--- config.mk ---
export PLATFORM = sky130hd
export DESIGN_NAME = cell_stim_sequencer_flat
export DESIGN_NICKNAME = d
export VERILOG_FILES = /design/src/rtl/cell_test_pkg.sv /design/src/rtl/cell_stim_sequencer_if.sv /design/src/rtl/cell_sample_check.sv /design/src/rtl/cell_stim_sequencer.sv /design/src/flat_wrapper.sv
export SDC_FILE = /design/constraint.sdc
export NUM_CORES = 1
export LEC_CHECK = 0
export ABC_AREA = 1
export CORE_ASPECT_RATIO = 0.8
export CORE_UTILIZATION = 53
export DETAILED_ROUTE_END_ITERATION = 10
export PLACE_DENSITY_LB_ADDON = 0.2
export SYNTH_ARGS = -nofsm -noshare
export SYNTH_HDL_FRONTEND = slang
export SYNTH_SLANG_ARGS = --single-unit
export TNS_END_PERCENT = 5
--- constraint.sdc ---
create_clock -name clk -period 2.16 [get_ports clk]
set_input_delay 0.324 -clock clk [delete_from_list [all_inputs] [get_ports clk]]
set_output_delay 0.324 -clock clk [all_outputs]
set_load 0.01 [all_outputs]
--- src/rtl/cell_test_pkg.sv ---
`default_nettype none
// ============================================================================
// Module      : cell_test_pkg
// Description : Shared types, constants and Gray helper for the cell sequencer
// Revision    : 1.0
// ============================================================================
package cell_test_pkg;

  typedef enum logic [1:0] {
    ST_IDLE   = 2'd0,
    ST_HOLD   = 2'd1,
    ST_SAMPLE = 2'd2,
    ST_FIN    = 2'd3
  } state_e;

  localparam int unsigned N_IN_DEF     = 5;
  localparam int unsigned NVEC         = 2**N_IN_DEF;
  localparam logic [31:0] AOI221_TRUTH = 32'h0000_0777;

  function automatic logic [31:0] gray(input logic [31:0] v);
    return v ^ (v >> 1);
  endfunction

endpackage
`default_nettype wire

--- src/rtl/cell_stim_sequencer_if.sv ---
`default_nettype none
// ============================================================================
// Module      : cell_stim_sequencer_if
// Description : Run-control, cell pin and result bundle of the cell sequencer
// Revision    : 1.0
// ============================================================================
interface cell_stim_sequencer_if #(
  parameter int unsigned N_IN = 5
);
  logic            start;
  logic            abort;
  logic            resp;
  logic [N_IN-1:0] stim;
  logic            busy;
  logic            done;
  logic            pass;
  logic [N_IN:0]   err_cnt;
  logic [N_IN:0]   tog_cnt;
  logic            fail_vld;
  logic [N_IN-1:0] fail_vec;

  modport master (
    input  start, abort, resp,
    output stim, busy, done, pass, err_cnt, tog_cnt, fail_vld, fail_vec
  );

  modport slave (
    output start, abort, resp,
    input  stim, busy, done, pass, err_cnt, tog_cnt, fail_vld, fail_vec
  );
endinterface
`default_nettype wire

--- src/rtl/cell_sample_check.sv ---
`default_nettype none
// ============================================================================
// Module      : cell_sample_check
// Description : Per-sample compare, toggle count, mismatch count, first-fail latch
// Revision    : 1.0
// ============================================================================
module cell_sample_check
  import cell_test_pkg::*;
#(
  parameter int unsigned           N_IN  = 5,
  parameter logic [2**N_IN-1:0]    TRUTH = AOI221_TRUTH
) (
  input  wire logic            clk,
  input  wire logic            rst_n,
  input  wire logic            clr_i,
  input  wire logic            smp_en_i,
  input  wire logic            first_i,
  input  wire logic            resp_i,
  input  wire logic [N_IN-1:0] stim_i,
  output logic [N_IN:0]        err_cnt_o,
  output logic [N_IN:0]        tog_cnt_o,
  output logic                 fail_vld_o,
  output logic [N_IN-1:0]      fail_vec_o
);

  logic [N_IN:0]   err_q, err_d, tog_q, tog_d;
  logic            fvld_q, fvld_d, prev_q, prev_d;
  logic [N_IN-1:0] fvec_q, fvec_d;
  logic            w_mis;

  assign w_mis = resp_i ^ TRUTH[stim_i];

  always_comb begin
    err_d  = err_q;
    tog_d  = tog_q;
    fvld_d = fvld_q;
    fvec_d = fvec_q;
    prev_d = prev_q;
    if (clr_i) begin
      err_d  = '0;
      tog_d  = '0;
      fvld_d = 1'b0;
      fvec_d = '0;
    end else if (smp_en_i) begin
      if (w_mis) begin
        err_d = err_q + (N_IN+1)'(1);
        if (!fvld_q) begin
          fvld_d = 1'b1;
          fvec_d = stim_i;
        end
      end
      // The first sample of a run has no predecessor to toggle against
      if (!first_i && (resp_i != prev_q)) tog_d = tog_q + (N_IN+1)'(1);
      prev_d = resp_i;
    end
  end

  always_ff @(posedge clk or negedge rst_n) begin
    if (!rst_n) begin
      err_q  <= '0;
      tog_q  <= '0;
      fvld_q <= 1'b0;
      fvec_q <= '0;
      prev_q <= 1'b0;
    end else begin
      err_q  <= err_d;
      tog_q  <= tog_d;
      fvld_q <= fvld_d;
      fvec_q <= fvec_d;
      prev_q <= prev_d;
    end
  end

  assign err_cnt_o  = err_q;
  assign tog_cnt_o  = tog_q;
  assign fail_vld_o = fvld_q;
  assign fail_vec_o = fvec_q;

endmodule
`default_nettype wire

--- src/rtl/cell_stim_sequencer.sv ---
`default_nettype none
// ============================================================================
// Module      : cell_stim_sequencer
// Description : Gray-order stimulus walk with settle/sample FSM for one cell
// Revision    : 1.0
// ============================================================================
module cell_stim_sequencer
  import cell_test_pkg::*;
#(
  parameter int unsigned        N_IN   = 5,
  parameter int unsigned        SETTLE = 4,
  parameter logic [2**N_IN-1:0] TRUTH  = AOI221_TRUTH
) (
  input  wire logic              clk,
  input  wire logic              rst_n,
  cell_stim_sequencer_if.master  seq_if
);

  localparam int unsigned     WW        = (SETTLE > 1) ? $clog2(SETTLE) : 1;
  localparam logic [WW-1:0]   WAIT_INIT = WW'(SETTLE - 1);
  localparam logic [N_IN-1:0] IDX_LAST  = '1;

  state_e          state_q, state_d;
  logic [N_IN-1:0] idx_q, idx_d, stim_q, stim_d, w_idx_nxt;
  logic [WW-1:0]   wait_q, wait_d;
  logic            pass_q, pass_d;
  logic            w_busy, w_done, w_run_start, w_smp_en;
  logic [N_IN:0]   w_err_cnt, w_tog_cnt;
  logic            w_fail_vld;
  logic [N_IN-1:0] w_fail_vec;

  always_ff @(posedge clk or negedge rst_n) begin
    if (!rst_n) state_q <= ST_IDLE;
    else        state_q <= state_d;
  end

  always_comb begin
    state_d = state_q;
    if (seq_if.abort) begin
      state_d = ST_IDLE;
    end else begin
      case (state_q)
        ST_IDLE:   if (seq_if.start) state_d = ST_HOLD;
        ST_HOLD:   if (wait_q == '0) state_d = ST_SAMPLE;
        ST_SAMPLE: state_d = (idx_q == IDX_LAST) ? ST_FIN : ST_HOLD;
        ST_FIN:    state_d = ST_IDLE;
        default:   state_d = ST_IDLE;
      endcase
    end
  end

  always_comb begin
    w_busy      = (state_q != ST_IDLE);
    w_done      = (state_q == ST_FIN) && !seq_if.abort;
    w_run_start = (state_q == ST_IDLE) && seq_if.start && !seq_if.abort;
    w_smp_en    = (state_q == ST_SAMPLE) && !seq_if.abort;
  end

  assign w_idx_nxt = idx_q + N_IN'(1);

  always_comb begin
    idx_d  = idx_q;
    wait_d = wait_q;
    stim_d = stim_q;
    pass_d = pass_q;
    if (seq_if.abort) begin
      stim_d = '0;
    end else begin
      case (state_q)
        ST_IDLE: begin
          if (seq_if.start) begin
            idx_d  = '0;
            stim_d = '0;
            wait_d = WAIT_INIT;
          end
        end
        ST_HOLD: begin
          if (wait_q != '0) wait_d = wait_q - WW'(1);
        end
        ST_SAMPLE: begin
          if (idx_q != IDX_LAST) begin
            idx_d  = w_idx_nxt;
            stim_d = N_IN'(gray(32'(w_idx_nxt)));
            wait_d = WAIT_INIT;
          end
        end
        ST_FIN: begin
          pass_d = (w_err_cnt == '0);
          stim_d = '0;
        end
        default: ;
      endcase
    end
  end

  always_ff @(posedge clk or negedge rst_n) begin
    if (!rst_n) begin
      idx_q  <= '0;
      wait_q <= '0;
      stim_q <= '0;
      pass_q <= 1'b0;
    end else begin
      idx_q  <= idx_d;
      wait_q <= wait_d;
      stim_q <= stim_d;
      pass_q <= pass_d;
    end
  end

  cell_sample_check #(
    .N_IN  (N_IN),
    .TRUTH (TRUTH)
  ) u_check (
    .clk        (clk),
    .rst_n      (rst_n),
    .clr_i      (w_run_start),
    .smp_en_i   (w_smp_en),
    .first_i    (idx_q == '0),
    .resp_i     (seq_if.resp),
    .stim_i     (stim_q),
    .err_cnt_o  (w_err_cnt),
    .tog_cnt_o  (w_tog_cnt),
    .fail_vld_o (w_fail_vld),
    .fail_vec_o (w_fail_vec)
  );

  assign seq_if.stim     = stim_q;
  assign seq_if.busy     = w_busy;
  assign seq_if.done     = w_done;
  assign seq_if.pass     = pass_q;
  assign seq_if.err_cnt  = w_err_cnt;
  assign seq_if.tog_cnt  = w_tog_cnt;
  assign seq_if.fail_vld = w_fail_vld;
  assign seq_if.fail_vec = w_fail_vec;

endmodule
`default_nettype wire

--- src/flat_wrapper.sv ---
// flat-port wrapper written by rule: the top's interface ports become plain ports
module cell_stim_sequencer_flat import cell_test_pkg::*;
#(
  parameter int unsigned        N_IN   = 5,
  parameter int unsigned        SETTLE = 4,
  parameter logic [2**N_IN-1:0] TRUTH  = AOI221_TRUTH
)
  (clk, rst_n, seq_if_start, seq_if_abort, seq_if_resp, seq_if_stim, seq_if_busy, seq_if_done, seq_if_pass, seq_if_err_cnt, seq_if_tog_cnt, seq_if_fail_vld, seq_if_fail_vec);
  cell_stim_sequencer_if #(.N_IN(N_IN)) seq_if_i ();
  input  wire logic clk;
  input  wire logic rst_n;
  input wire logic [$bits(seq_if_i.start)-1:0] seq_if_start;
  input wire logic [$bits(seq_if_i.abort)-1:0] seq_if_abort;
  input wire logic [$bits(seq_if_i.resp)-1:0] seq_if_resp;
  output wire logic [$bits(seq_if_i.stim)-1:0] seq_if_stim;
  output wire logic [$bits(seq_if_i.busy)-1:0] seq_if_busy;
  output wire logic [$bits(seq_if_i.done)-1:0] seq_if_done;
  output wire logic [$bits(seq_if_i.pass)-1:0] seq_if_pass;
  output wire logic [$bits(seq_if_i.err_cnt)-1:0] seq_if_err_cnt;
  output wire logic [$bits(seq_if_i.tog_cnt)-1:0] seq_if_tog_cnt;
  output wire logic [$bits(seq_if_i.fail_vld)-1:0] seq_if_fail_vld;
  output wire logic [$bits(seq_if_i.fail_vec)-1:0] seq_if_fail_vec;
  assign seq_if_i.start = seq_if_start;
  assign seq_if_i.abort = seq_if_abort;
  assign seq_if_i.resp = seq_if_resp;
  assign seq_if_stim = seq_if_i.stim;
  assign seq_if_busy = seq_if_i.busy;
  assign seq_if_done = seq_if_i.done;
  assign seq_if_pass = seq_if_i.pass;
  assign seq_if_err_cnt = seq_if_i.err_cnt;
  assign seq_if_tog_cnt = seq_if_i.tog_cnt;
  assign seq_if_fail_vld = seq_if_i.fail_vld;
  assign seq_if_fail_vec = seq_if_i.fail_vec;
  cell_stim_sequencer #(.N_IN(N_IN), .SETTLE(SETTLE), .TRUTH(TRUTH)) u_core (.clk(clk), .rst_n(rst_n), .seq_if(seq_if_i));
endmodule
==> flow_summary.toml, run 1 <==
[outcome]
status = "completed"

[synthesis]
netlist_instances = 250
syn_area_per_cell_um2 = 7.76
ys_seq_area_share_pct = 43.8
synth_area_um2 = 1940
synth_nets = 267
synth_top_area_share_pct = 43.8
ys_warn_count = 0
synth_area_leaders = "dfrtp_1 (44%), nand2_1 (13%), ha_1 (7.7%)"
synth_area_leader_cell = "dfrtp_1"
ys_types = 21
ys_ff_latch = 34

[setup_path]
crit_fanout = 6
startpoint_type = "register"
critical-path-max-stage-delay_ns = 0.52
critical_path.cell_chain = "inv_1 > ha_1 > inv_1 > clkdlybuf4s50_1"
slowest_stage = "clkdlybuf4s50_1"
path_common_cell = "inv_1"
crit_arrival_ns = 1.66
r2r_slack_ns = 0.40
worstPathRequired_ns = 1.84
worstSetupPathType = "register to output port"
cp-end-kind = "output port"

[grt]
grt_pass1_vias = 1546
grt_max_degree = 35
antenna_found_initial = 0
track_usage_pct = 23.0
gr-total-overflow = 0
grt_pass1_wl_mm = 6.93

[clock_tree]
cts_setup_buffers = 0
cts-root-buf = "clkbuf_8"
clock-sinks = 34
h-tree-depth = 2
cts-resized-gates = 0
cts_buffers = 5
clkLatencyLatePin_ns = 0.29
cts.path.max_buffers = 2
cts_tree = "yes"
clkTransAtPathRegs_ns = 0.07
hold_buffers = 0

[finish]
area_growth_pct = 23.8
antenna_cells = 0
drive_gt1_share_pct = 7.67
most-common-layout-cells = "nand2_1 (67), dfrtp_1 (34), inv_1 (33)"
nNetsFinal = 304
fillers = 283
finalCoreUtilization_pct = 69.2
final_common_cell = "nand2_1"

[timing]
final.min_clock_period_ns = 1.99
final.setup.worst_slack_ns = 0.172
rsz0062_at_grt = "no"
post-route-period-util_pct = 92.0
worst_hold_slack_ns = 0.441
relSlewSlack_pct = 71.9
fin_setup_tns_ns = 0
worst_pin_slew_ns = 0.417
setup_viol = 0
skew_ns = 0.00524
hold_viol_final = 0
slew_violations = 0
max_freq_mhz = 503

[detailed_routing]
antenna_left = 0
first_iter_violations = 84
wl_per_cell_um = 11.9
drt-vias-per-instance = 5.20
vias = 1710
totalWireLength_mm = 3.91
drcViolationCount = 0
firstDrtPassIters = 4

[power]
vdd_drop_max_uv = 952
p_leak_nw = 1.20
total_power_mw = 2.19
power.density_nw_per_um2 = 912

[place]
dpl.hpwl_mm = 2.93
gp_congestion = 0.847
dpl_worst_slack_ns = 0.211
port_buffers = 30

[die]
rows = 19
start_util_pct = 55.9
die_w_um = 69.7
die_h_um = 56.1
fp.coreArea_um2 = 3470
io_pins = 31
die_area_um2 = 3910

[job]
drv_cap = 0

[worst_hold_path]
min_path_type = "input port to async pin"
per-stage QoR:
stage | instances | instance area [um^2]
3_5_place_dp | 322 | 2290
6_report | 329 | 2400
5_1_grt | 329 | 2400
3_3_place_gp | 322 | 2290
2_1_floorplan | 250 | 1940
4_1_cts | 329 | 2400
path summary, 6_finish.rpt:
| check | from | to | depth (start not counted) |
|---|---|---|---|
| setup / recovery | u_core.state_q[0] | seq_if_busy | 4 |
| hold reg to reg | u_core.u_check.fail_vec_o[0] | u_core.u_check.fail_vec_o[0] | 2 |
| min in group clk | u_core.u_check.fail_vec_o[0] | u_core.u_check.fail_vec_o[0] | 2 |
| hold / removal | rst_n | u_core.seq_if.stim[2] | 2 |
| max in group asynchronous | rst_n | u_core.seq_if.pass | 2 |
| setup reg to reg | u_core.idx_q[0] | u_core.wait_q[0] | 10 |
cell type report:
type | instances | area [um^2] | area share (%)
clock inverters | 1 | 30.0 | 1.25
inverters | 38 | 143 | 5.94
flip-flops and latches | 34 | 851 | 35.4
clock buffers | 6 | 82.6 | 3.44
repair buffers | 31 | 308 | 12.8
well taps | 42 | 52.6 | 2.19
multi-input cells | 177 | 936 | 39.0
power by group:
part	switching, mW	internal, mW
clock network	0.233	0.369
registers	0.0936	0.745
logic	0.451	0.301
routing by layer:
layer	GRT usage, %	share of wire [%]	wire (um)
met3	4.89	4.6	180
met4	11.1	2.2	87
met5	0	0	0
met1	33.5	52	2050
met2	32.7	41	1590
flip-flops by register name (all words and copies together), names as in the netlist:
register and cells:
u_core.idx_q 5, u_core.seq_if.pass 1, u_core.seq_if.stim 5, u_core.state_q 2
u_core.u_check.err_cnt_o 6, u_core.u_check.fail_vec_o 5, u_core.u_check.fail_vld_o 1, u_core.u_check.prev_q 1
u_core.u_check.tog_cnt_o 6, u_core.wait_q 2
Yosys cell counts:
cell type and instances:
nor2_4 1, dfrtp_1 34, and2b_2 1, o21bai_1 1
inv_1 33, a21oi_1 4, nand2_1 67, a22oi_1 1
nand3_2 2, xor2_1 4, buf_6 1, nor2_1 18
o21ai_0 23, xnor2_1 1, nand4_1 13, inv_2 5
nor2_2 2, o21ai_1 4, nand2_2 3, nand3_1 20
ha_1 12
worst max-delay path, delay by kind of cell (launching register included):
family | cells | cell delay [ns]
fa+ha+maj | 1 | 0.26
buf+inv | 3 | 0.68
flops | 1 | 0.44
cell families (layout without fill, tap and decap cells):
group,count (synthesis),in the layout,share of synthesized area [%]
adder cells (fa/ha/maj),12,12,7.74
flip-flops,34,34,43.8
XOR/XNOR,5,5,2.26
buffers and inverters,39,76,7.93
AND/OR/NAND/NOR,127,127,29.5
AO/OA/AOI/OAI,33,33,8.77
No activity file was read; power rests on OpenSTA's default activity.
==> run 2: changes to the inputs <==
--- a/config.mk
+++ b/config.mk
@@ -7,9 +7,9 @@
 export LEC_CHECK = 0
 export ABC_AREA = 1
 export CORE_ASPECT_RATIO = 0.8
-export CORE_UTILIZATION = 53
+export CORE_UTILIZATION = 50
 export DETAILED_ROUTE_END_ITERATION = 10
-export PLACE_DENSITY_LB_ADDON = 0.2
+export PLACE_DENSITY = 0.73
 export SYNTH_ARGS = -nofsm -noshare
 export SYNTH_HDL_FRONTEND = slang
 export SYNTH_SLANG_ARGS = --single-unit
==> run 2 against run 1 <==
Global-route usage fell by 1.0 points. Sequential power is essentially flat. Wire length increased by 1.6%. Highest routed layer unchanged. Flip-flop and latch count unchanged. Total power shrank 5.2%.
==> flow_summary.toml, run 2 (synthesis gave the netlist of run 1 again) <==
[power]
pwr-share-comb_pct = 36.3
vdd_drop_max_uv = 485
switchingPower_mw = 0.773
sw_frac_of_total_pct = 37.2
p_int_mw = 1.31
p_leak_nw = 1.20
p_clk_share_pct = 23.3
p_seq_share_pct = 40.5
power.density_nw_per_um2 = 870

[timing]
relSlewSlack_pct = 71.6
max_freq_mhz = 500
skew_ns = 0.00211
rsz0062_at_grt = "no"
slew_violations = 0
worst_hold_slack_ns = 0.456
setup_viol = 0
final.min_clock_period_ns = 2.00
worst_pin_slew_ns = 0.421
fin_setup_tns_ns = 0
post-route-period-util_pct = 92.5
hold_viol_final = 0

[outcome]
status = "completed"

[grt]
grt_pass1_wl_mm = 6.94
track_usage_pct = 22.0
gr-total-overflow = 0
antenna_found_initial = 0
grt_pass1_vias = 1513
grt_max_degree = 35

[worst_hold_path]
min_path_type = "input port to async pin"

[setup_path]
path_buf_inv = 3
worstPathRequired_ns = 1.84
r2r_slack_ns = 0.37
r2r-end = "u_core.seq_if.stim[3]"
cp-end-kind = "output port"
r2r-start = "u_core.idx_q[0]"
crit_fanout = 6
path_common_cell = "inv_1"
worstSetupPathType = "register to output port"
critical_path.top_delay_family = "buffers and inverters"
critical-path-max-stage-delay_ns = 0.53
critical_path.cell_chain = "inv_1 > ha_1 > inv_1 > clkdlybuf4s50_1"
slowest_stage = "clkdlybuf4s50_1"
r2r_cells = 12
crit_arrival_ns = 1.68
startpoint_type = "register"

[detailed_routing]
wl_per_cell_um = 12.0
totalWireLength_mm = 3.98
dr_wl_met2_mm = 1.62
vias = 1686
route.met3.wl_um = 158
routed.top_layer = "met4"
first_iter_violations = 83
firstDrtPassIters = 4
wl_met1_mm = 2.15
drt-vias-per-instance = 5.09
drcViolationCount = 0
antenna_left = 0

[clock_tree]
cts_buffers = 5
clkTransAtPathRegs_ns = 0.07
cts-resized-gates = 0
clock-sinks = 34
cts_tree = "yes"
hold_buffers = 0
h-tree-depth = 2
clkLatencyLatePin_ns = 0.28
cts.path.max_buffers = 2
cts_setup_buffers = 0
cts-root-buf = "clkbuf_8"

[finish]
final-seq-area_um2 = 851
fillers = 334
drive_gt1_share_pct = 7.96
most-common-layout-cells = "nand2_1 (67), dfrtp_1 (34), inv_1 (33)"
nNetsFinal = 305
final_common_cell = "nand2_1"
antenna_cells = 0
area_growth_pct = 23.1
multi_input_area_um2 = 936

[place]
dpl.hpwl_mm = 2.93
gp_congestion = 0.822
port_buffers = 30

[job]
drv_cap = 0

[die]
start_util_pct = 54.4
die_w_um = 71.7
rows = 19
die_h_um = 57.7
io_pins = 31
die_area_um2 = 4140
fp.coreArea_um2 = 3570
[run 2: area by class of cell]
type / instances / area share (%)
Timing Repair Buffer: 32 / 13.2
Sequential cell: 34 / 35.6
Clock buffer: 7 / 3.61
Clock inverter: 1 / 0.210
Inverter: 38 / 5.97
Multi-Input combinational cell: 177 / 39.2
Tap cell: 42 / 2.20
[run 2: power groups by stage]
stage | combinational, mW | clock (mW) | sequential (mW)
3_3_place_gp | 0.742 | 0 | 0.848
4_1_cts | 0.757 | 0.494 | 0.841
6_report | 0.754 | 0.483 | 0.841
2_1_floorplan | 0.463 | 0 | 0.858
3_5_place_dp | 0.752 | 0 | 0.849
5_1_grt | 0.858 | 0.537 | 0.856
[run 2: routing by layer]
layer	vias to the layer above	track usage (%)
met1	761	33.1
met4	0	8.40
met5	-	0
met2	39	31.0
met3	5	4.70
li1	881	-
[run 2: metrics by stage]
step | setup WS (ns) | std cells | cell area, um^2 | util (%) | power, mW
after floorplan | 0.615 | 250 | 1940 | - | 1.32
after global placement | 0.299 | 323 | 2300 | 64.4 | 1.59
after detailed placement | 0.217 | 323 | 2300 | 64.4 | 1.60
after CTS | 0.147 | 331 | 2390 | 67.0 | 2.09
after global routing | 0.0869 | 331 | 2390 | 67.0 | 2.25
final | 0.161 | 331 | 2390 | 67.0 | 2.08
[run 2: worst max-delay path by stage]
| stage | endpoint | cells after the start | start |
|---|---|---|---|
| 3_5_place_dp | u_core.u_check.fail_vec_o[4] | 7 | seq_if_abort |
| 4_1_cts | seq_if_busy | 4 | u_core.state_q[0] |
| 3_3_place_gp | seq_if_done | 3 | seq_if_abort |
| 6_report | seq_if_busy | 4 | u_core.state_q[0] |
| 2_1_floorplan | u_core.wait_q[0] | 10 | u_core.idx_q[0] |
| 5_1_grt | seq_if_busy | 4 | u_core.state_q[0] |
==> variant, RTL diff (settings of run 1) <==
`N_IN` is set to 5 in 4 places; all go to 4.
--- a/src/rtl/cell_stim_sequencer_if.sv
+++ b/src/rtl/cell_stim_sequencer_if.sv
@@ -7,3 +7,3 @@
 interface cell_stim_sequencer_if #(
-  parameter int unsigned N_IN = 5
+  parameter int unsigned N_IN = 4
 );
--- a/src/rtl/cell_sample_check.sv
+++ b/src/rtl/cell_sample_check.sv
@@ -9,3 +9,3 @@
 #(
-  parameter int unsigned           N_IN  = 5,
+  parameter int unsigned           N_IN  = 4,
   parameter logic [2**N_IN-1:0]    TRUTH = AOI221_TRUTH
--- a/src/rtl/cell_stim_sequencer.sv
+++ b/src/rtl/cell_stim_sequencer.sv
@@ -9,3 +9,3 @@
 #(
-  parameter int unsigned        N_IN   = 5,
+  parameter int unsigned        N_IN   = 4,
   parameter int unsigned        SETTLE = 4,
--- a/src/flat_wrapper.sv
+++ b/src/flat_wrapper.sv
@@ -3,3 +3,3 @@
 #(
-  parameter int unsigned        N_IN   = 5,
+  parameter int unsigned        N_IN   = 4,
   parameter int unsigned        SETTLE = 4,
Ports: changed (resized seq_if_err_cnt, seq_if_fail_vec, seq_if_stim and seq_if_tog_cnt); port bits go from 31 to 27. No check against the original RTL was run, so the function may have changed too.
==> variant against run 1 <==
  * Non-clock buffer count is 4 lower
  * Routed wire length is 13% lower
  * Setup slack better by 0.0037 ns
  * Synthesized area is 11% lower
  * Global-route usage is 0.23 points lower
  * Synthesized cell count is 8.4% lower
  * Cell area is 12% lower
  * Sequential cell count is 5 lower
  * Hold slack worse by 0.012 ns
  * Total power is 11% lower
  * First-iteration DRC count is 33% higher
  * Fmax is 0.19% higher
  * Clock skew is 0.0014 ns higher
  * Sequential power is 9.5% lower
==> variant: results (changes against run 1) <==
[finish]
drive_above_1_share = 0.0722  ; -0.00441
bufAreaShareNonClock = 0.126  ; -0.00180
buffers_excl_clock = 27  ; -13%
fillers = 284  ; +0.35%
final_nets = 278  ; -8.6%
clockNetworkAreaShare = 0.0390  ; -0.00791
multi_input_cells = 167  ; -5.6%
multi_input_area_share = 0.411  ; +0.0213
register_area_um2 = 726  ; -15%
inverters = 32  ; -16%
diodes = 0  ; unchanged

[synth]
synth_common_cells = 73 x nand2_1, 29 x dfrtp_1, 29 x inv_1
yosysSeqAreaShare = 0.419  ; -0.0190
yosys-top-cells-area = dfrtp_1 42%, nand2_1 16%, ha_1 8.0%
synth-compound-area-share = 0.0506  ; -0.0371
synth_xor_area_frac = 0.0202  ; -0.00232
syn-num-nets = 245  ; -8.2%
synthAdderAreaFrac = 0.0795  ; +0.00217

[power_and_ir_drop]
power_mw = 1.95  ; -11%
p_seq_mw = 0.759  ; -9.5%
ir_drop_mv = 0.662  ; -30%
netSwitchingFraction = 0.391  ; +0.0368
p_clk_mw = 0.424  ; -30%
leakage_nw = 1.09  ; -9.4%

[worst_setup_path]
slowest_stage = clkdlybuf4s50_1
worstRegToRegCells = 8  ; -2
rrSetupSlack_ns = 0.54  ; +0.14 ns
rr_startpoint = u_core.state_q[0]$_DFFE_PN0P_
worstReg2RegEnd = u_core.idx_q[0]$_DFFE_PN0P_

[outcome]
status = finished clean

[routing]
drtPass1Iterations = 4  ; unchanged
routed_wl_mm = 3.42  ; -13%
via_count = 1545  ; -9.6%
drt_iter0_drc = 112  ; +33%

[grt]
use_met1 = 0.308  ; -0.0269
grt_pass1_vias = 1350  ; -13%
grt_pass1_wl_mm = 5.80  ; -16%
grt_use_total = 0.228  ; -0.00226
grt_use_met2 = 0.338  ; +0.0111
gr-usage-met3 = 0.0582  ; +0.00928
grt_max_degree = 30  ; -14%

[placed_design]
gp_congestion = 0.801  ; -5.4%
pre_cts_slack_ns = 0.313  ; +0.103 ns
dp_hpwl_mm = 2.54  ; -13%
io_buffers = 26  ; -13%

[clock_network]
cts_sinks = 29  ; -15%

[sta]
worst_pin_slew_ns = 0.372  ; -0.0441 ns
skew_ns = 0.00662  ; +0.00138 ns

[hold_path]
hold_path_class = primary input to async pin

[variant: cell families (layout without fill, tap and decap cells)]
family | after synthesis | count (layout)
xor+xnor | 4 | 4
flops | 29 | 29
compound gates | 17 | 17
fa+ha+maj | 11 | 11
simple gates | 135 | 135
buf+inv | 33 | 67
[variant: metrics by stage]
stage,cells,hold WS (ns),area [um2]
floorplan,229,0.0284,1730
global placement,295,0.458,2040
detailed placement,295,0.466,2040
CTS,303,0.446,2120
global route,303,0.473,2120
finish,303,0.429,2120
[variant: per-layer routing]
layer	part of all wire	up-vias	routed length, um
met5	0	-	0
met4	0.014	0	49
met3	0.037	5	126
met2	0.43	31	1460
met1	0.52	703	1780
li1	-	806	-
[variant: worst register-to-register path: stages (launching register included)]
cell and delay [ns]:
dfrtp_1 0.41, inv_1 0.10, ha_1 0.28, nand2_1 0.10
nor2_2 0.05, nor2_1 0.23, nand2_1 0.18, nand2_1 0.08
o21ai_0 0.07
